## src/rtl/gr_pkg.sv

```systemverilog
`default_nettype none
// ============================================================================
// Module      : gr_pkg
// Description : Shared constants for the gr0040 peripheral slice: interrupt
//               controller register map, default vector placement and a
//               small index-width helper.
// Revision    : 1.0 - initial release
// ============================================================================
package gr_pkg;

    // Interrupt controller register map (reg_ad values)
    localparam logic [1:0] INTC_ENABLE    = 2'd0;
    localparam logic [1:0] INTC_PENDING   = 2'd1;
    localparam logic [1:0] INTC_INSERVICE = 2'd2;
    localparam logic [1:0] INTC_SOFT      = 2'd3;

    // Default vector table placement
    localparam logic [15:0] GR_VEC_BASE   = 16'h0020;
    localparam logic [15:0] GR_VEC_STRIDE = 16'h0004;

    // Width of an index into an n-entry vector; never narrower than one bit.
    function automatic int gr_idx_w(input int n);
        return (n > 1) ? $clog2(n) : 1;
    endfunction

endpackage : gr_pkg
`default_nettype wire

```

## src/rtl/gr_prio_enc.sv

```systemverilog
`default_nettype none
// ============================================================================
// Module      : gr_prio_enc
// Description : Lowest-index-wins priority encoder. Reports whether any
//               request bit is set and the index of the lowest one set.
//               Index reads 0 when no bit is set.
// Revision    : 1.0 - initial release
// ============================================================================
module gr_prio_enc
    import gr_pkg::*;
#(
    parameter int N  = 8,
    parameter int IW = gr_idx_w(N)
) (
    input  logic [N-1:0]  i_req,
    output logic          o_valid,
    output logic [IW-1:0] o_idx
);

    // Scan from the top so the lowest set bit is the last (winning) write
    always_comb begin
        o_idx = '0;
        for (int i = N - 1; i >= 0; i--) begin
            if (i_req[i]) begin
                o_idx = IW'(i);
            end
        end
    end

    assign o_valid = |i_req;

endmodule : gr_prio_enc
`default_nettype wire

```

## src/rtl/gr_intc.sv

```systemverilog
`default_nettype none
// ============================================================================
// Module      : gr_intc
// Description : Vectored interrupt controller for the gr0040 core. Collects
//               NIRQ level/edge sources, masks them with ENABLE, picks the
//               lowest-index request, issues irq_take/irq_vector and tracks
//               in-service state retired by iret_detected.
//               Build option: define GR_INTC_NEST_EN to allow a higher
//               priority source to pre-empt one already in service; without
//               it at most one interrupt is in service at a time.
// Revision    : 1.0 - initial release
// ============================================================================
module gr_intc
    import gr_pkg::*;
#(
    parameter int          NIRQ       = 8,
    parameter logic [15:0] EDGE       = 16'h0000,
    parameter logic [15:0] VEC_BASE   = GR_VEC_BASE,
    parameter logic [15:0] VEC_STRIDE = GR_VEC_STRIDE
) (
    input  logic            clk,
    input  logic            rst,
    input  logic [NIRQ-1:0] irq_in,
    input  logic            int_en,
    input  logic            iret_detected,
    output logic            irq_take,
    output logic [15:0]     irq_vector,
    input  logic            reg_sel,
    input  logic            reg_we,
    input  logic [1:0]      reg_ad,
    input  logic [15:0]     reg_wdata,
    output logic [15:0]     reg_rdata
);

    localparam int              c_idx_w = gr_idx_w(NIRQ);
    localparam logic [NIRQ-1:0] c_edge  = EDGE[NIRQ-1:0];

    // Architectural state
    logic [NIRQ-1:0]    r_en;
    logic [NIRQ-1:0]    r_pend;
    logic [NIRQ-1:0]    r_insvc;
    logic [NIRQ-1:0]    r_irq_q;
    logic               r_req_v;
    logic [c_idx_w-1:0] r_req_id;

    // Combinational helpers
    logic               w_cand_v;
    logic [c_idx_w-1:0] w_cand_id;
    logic               w_ins_v;
    logic [c_idx_w-1:0] w_ins_id;
    logic               w_elig;
    logic               w_take;
    logic [NIRQ-1:0]    w_take_oh;
    logic [NIRQ-1:0]    w_ins_oh;
    logic [NIRQ-1:0]    w_wdata;
    logic               w_wr_en;
    logic               w_wr_pend;
    logic               w_wr_soft;
    logic [NIRQ-1:0]    w_pend_set;
    logic [NIRQ-1:0]    w_pend_clr;
    logic [NIRQ-1:0]    w_pend_nxt;
    logic [NIRQ-1:0]    w_ins_nxt;
    logic [15:0]        w_id16;
    logic               w_unused_wdata;

    // Request candidate: lowest enabled pending source
    gr_prio_enc #(.N(NIRQ), .IW(c_idx_w)) u_req_enc (
        .i_req   (r_pend & r_en),
        .o_valid (w_cand_v),
        .o_idx   (w_cand_id)
    );

    // Highest-priority source currently in service
    gr_prio_enc #(.N(NIRQ), .IW(c_idx_w)) u_ins_enc (
        .i_req   (r_insvc),
        .o_valid (w_ins_v),
        .o_idx   (w_ins_id)
    );

`ifdef GR_INTC_NEST_EN
    // Pre-empt only with a strictly higher-priority (lower-index) source
    assign w_elig = ~w_ins_v | (r_req_id < w_ins_id);
`else
    // Single level: nothing may be taken while anything is in service
    assign w_elig = ~w_ins_v;
`endif

    assign w_take     = r_req_v & int_en & ~rst & w_elig;
    assign irq_take   = w_take;
    assign w_id16     = 16'(r_req_id);
    assign irq_vector = w_take ? (VEC_BASE + w_id16 * VEC_STRIDE) : 16'h0000;

    assign w_wdata   = reg_wdata[NIRQ-1:0];
    assign w_wr_en   = reg_sel & reg_we & (reg_ad == INTC_ENABLE);
    assign w_wr_pend = reg_sel & reg_we & (reg_ad == INTC_PENDING);
    assign w_wr_soft = reg_sel & reg_we & (reg_ad == INTC_SOFT);

    // Bits of the write bus above NIRQ are ignored by every register
    assign w_unused_wdata = ^reg_wdata;

    // One-hot decodes of the taken source and the source being retired
    always_comb begin
        w_take_oh = '0;
        w_ins_oh  = '0;
        if (w_take) begin
            w_take_oh[r_req_id] = 1'b1;
        end
        if (iret_detected && w_ins_v) begin
            w_ins_oh[w_ins_id] = 1'b1;
        end
    end

    // Next pending: edge sources latch (set beats clear), level sources follow irq_in
    always_comb begin
        w_pend_set = (irq_in & ~r_irq_q) | (w_wr_soft ? w_wdata : '0);
        w_pend_clr = w_take_oh | (w_wr_pend ? w_wdata : '0);
        w_pend_nxt = (c_edge & ((r_pend & ~w_pend_clr) | w_pend_set))
                   | (~c_edge & irq_in);
    end

    // Next in-service: retire on iret before marking the newly taken source
    always_comb begin
        w_ins_nxt = (r_insvc & ~w_ins_oh) | w_take_oh;
    end

    // State registers; a take suppresses the request for the following cycle
    always_ff @(posedge clk) begin
        if (rst) begin
            r_en     <= '0;
            r_pend   <= '0;
            r_insvc  <= '0;
            r_irq_q  <= '0;
            r_req_v  <= 1'b0;
            r_req_id <= '0;
        end else begin
            if (w_wr_en) begin
                r_en <= w_wdata;
            end
            r_pend   <= w_pend_nxt;
            r_insvc  <= w_ins_nxt;
            r_irq_q  <= irq_in;
            r_req_v  <= w_take ? 1'b0 : w_cand_v;
            r_req_id <= w_cand_id;
        end
    end

    // Register read mux; unused upper bits read as zero, SOFT reads zero
    always_comb begin
        reg_rdata = 16'h0000;
        case (reg_ad)
            INTC_ENABLE:    reg_rdata[NIRQ-1:0] = r_en;
            INTC_PENDING:   reg_rdata[NIRQ-1:0] = r_pend;
            INTC_INSERVICE: reg_rdata[NIRQ-1:0] = r_insvc;
            default:        reg_rdata = 16'h0000;
        endcase
    end

endmodule : gr_intc
`default_nettype wire

```

## config.mk

```make
export PLATFORM = sky130hd
export DESIGN_NAME = gr_intc
export DESIGN_NICKNAME = d
export VERILOG_FILES = /design/src/rtl/gr_pkg.sv /design/src/rtl/gr_prio_enc.sv /design/src/rtl/gr_intc.sv
export SDC_FILE = /design/constraint.sdc
export NUM_CORES = 1
export LEC_CHECK = 0
export ABC_AREA = 1
export BUFFER_PORTS_ARGS = -buffer_cell sky130_fd_sc_hd__buf_2
export CAP_MARGIN = 5
export CORE_MARGIN = 2
export CORE_UTILIZATION = 49
export DETAILED_ROUTE_END_ITERATION = 8
export HOLD_SLACK_MARGIN = 0.03
export PLACE_DENSITY_LB_ADDON = 0.1
export RECOVER_POWER = 25
export SLEW_MARGIN = 40
export SYNTH_ARGS = -nofsm -noshare
export SYNTH_HDL_FRONTEND = slang
export SYNTH_HIERARCHICAL = 1
export SYNTH_SLANG_ARGS = --single-unit
export TNS_END_PERCENT = 20
```

## constraint.sdc

```tcl
create_clock -name clk -period 1.7 [get_ports clk]
set_clock_uncertainty 0.2 [all_clocks]
set_input_delay 0 -clock clk [delete_from_list [all_inputs] [get_ports clk]]
set_output_delay 0 -clock clk [all_outputs]
set_load 0.01 [all_outputs]
```

==> results.md <==
* Outcome: finished, violations left
* Failing checks: setup timing
* TritonCTS Buffers at 3
* # Max-Cap Violations at 0
* Drt total wl at 3940 um
* Fin crit share at 1.14
* Placed wire-length estimate at 2760 um
* Post-synthesis mux area share at 0
* Crit Path Max Fanout at 4
* Routed len/inst at 10.0 um
* Synth top area share at 0.333
* Worst-Skew Late Latency at 330 ps
* Met3 wire length at 209 um
* CP required at 1500 ps
* Layout cells sized above 1 at 0.216
* Top sig layer: met4
* Die X at 62.6 um
* WP data arrival at 1740 ps
* # DRC at 0
* Pin count of the biggest net entering global routing at 20
* Starting DRT DRC Count at 76
* CTS tree: done
* Synth area leader: dfxtp_1
* P per Cell Area at 531 mW/mm2
* Starting density of the core at 0.509
* Multi-input combinational cell area at 846 um2
* Total Nets Final at 380
* Mapped Area at 0.00168 mm2
* Routed met1 length at 1830 um
* Overall power at 1.23 mW
* Die height at 62.6 um
* Slew HR at 0.641
* Worst setup SP type: flip-flop
* Fillers at 314
* Worst Setup Path Type: reg2out
* FP Rows at 21
* GRT overflow at 0
* Htree depth at 1
* Post-Synth Simple-Gate Area at 0.359
* Core ar. at 0.00331 mm2
* DR vias/cell at 4.28
* Post-synthesis compound-gate area fraction at 0.0854
* Slew Limit Fails at 0
* Via count at 1681
* I/O Buffers at 36
* Top post-synthesis cells by area: dfxtp_1, nand2_1, inv_1
* CP Cell Sequence: or2_4 -> nor3_4 -> nand2_2 -> inv_2 -> nand2_2 -> nor2_4 -> inv_2 -> nor2_1 -> buf_2
* Post-synth cell types at 22
* Leakage at 1.17 nW
* Seq/Total Area, Yosys at 0.333
* Adder-cell share of the synthesized area at 0
* # diodes at 0
* Final setup violation count at 12
* Vias in the first global route at 1532
* Post-synthesis register bit count at 28
* Max Buffers Root-to-Sink at 2
* I/O pins at 65
* Crit-path slowest cell: dfxtp_2
* Maximum clock frequency at 517 MHz
* Largest family of logic cells by synthesized area: simple AND/OR/NAND/NOR gates
* Final worst setup slack at -236 ps
* Most common cell after layout, fill and taps aside: nand2_1
* Num Clock Sinks at 28
* Delay-heaviest family, CP: simple AND/OR/NAND/NOR gates
* Clock transition at path regs at 150 ps
* Initial antenna violation count at 0
* Crit path buf inv count at 3
* Most frequent cells in the layout: nand2_1, inv_1, nor2_1, dlygate4sd3_1, buf_2
* DRT antenna net count at 0
* Final setup TNS at -1310 ps
* Least-Margin Pin Slew at 536 ps
* Final hold vios at 0
* Worst path max stage delay at 350 ps
* Register area at 564 um2
* Crit end category: primary output
* XOR/XNOR share of the synthesized area at 0
* Area grow syn2layout at 37.9%
* Syn avg cell area at 6.33 um2
* Fin cells at 393
* Final estimated routing congestion in global placement at 0.863
* Synth Instances at 266
* Synth warn at 6
* Met2 routed WL at 1890 um
* Hold Crit Class: in2out
* VDD IR max at 399 uV
* Total GRT Usage at 0.206
* Clock Tree Root: clkbuf_4
* RSZ-0062 raised after global routing: yes
* First-pass GRT wire length at 6500 um
* TritonRoute pass-1 iters at 4
* Die footprint at 0.00392 mm2
* Min cycle time layout at 1940 ps
* Post-Place Cells at 347
logic make-up (layout without fill, tap and decap cells):
group	Yosys count	in the layout
AOI/OAI and AO/OA	23	23
other	1	20
and+or+nand+nor	140	140
buffers and inverters	74	136
DFF	28	28
registers in the layout, indices dropped and copies added, names as in the netlist:
| name | count |
|---|---|
| r_req_id | 3 |
| r_insvc | 8 |
| r_pend | 8 |
| r_req_v | 1 |
| r_en | 8 |
layer usage:
metal | global-route usage | vias to the layer above
met1 | 0.265 | 718
li1 | - | 913
met5 | 0 | -
met2 | 0.367 | 48
met4 | 0.0500 | 0
met3 | 0.0234 | 2
where the power goes:
group	switching, mW	internal, mW
clock network	0.195	0.131
logic	0.109	0.109
registers	0.0130	0.677
total	0.317	0.916
synthesized netlist by cell type (all sizes together):
cell    count
nand3      13
nor2       47
dfxtp      28
buf        24
or2         2
o21ai      11
conb        1
nand4       2
clkinv      1
a31oi       2
a21oi      10
inv        49
nand2      74
nor3        2
final timing paths:
check,start,to,slack [ps],cells after the start
worst max-delay path,r_insvc[7],irq_vector[4],-240,9
worst min-delay path,reg_ad[1],reg_rdata[7],260,5
worst max register to register,r_insvc[7],r_insvc[2],-50,9
worst min register to register,r_insvc[2],r_insvc[2],310,2
through the flow:
stage	hold WS, ps	instance area (um2)	setup WS [ps]	utilization
2_1_floorplan	-93.0	1760	128	-
3_3_place_gp	-0.189	1860	39.6	0.561
3_5_place_dp	4.62	1860	8.03	0.561
4_1_cts	46.2	2310	-306	0.697
5_1_grt	287	2320	-393	0.701
6_report	258	2320	-236	0.701
worst register-to-register path: stages, from the launching register on:
cell	delay, ps
dfxtp_2	350
or2_4	260
nor3_4	190
nand2_2	90
inv_2	60
nand2_2	50
nor2_4	130
buf_4	170
nand2_1	60
a21oi_1	120
timing repair:
action / in CTS / in global routing
setup endpoints to repair: 5 / 14
gates cloned: 0 / 0
gates resized for setup: 5 / 9
pin swaps: 2 / 6
buffers inserted: 5 / 1
hold endpoints to repair: 28 / 9
hold buffers: 36 / 1
area by class of cell:
type,count,area share
flip-flops and latches,28,0.243
inverters,50,0.0830
clock buffers,4,0.0156
multi-input cells,183,0.364
repair buffers,82,0.269
well taps,46,0.0248
No activity file was read; power rests on OpenSTA's default activity.
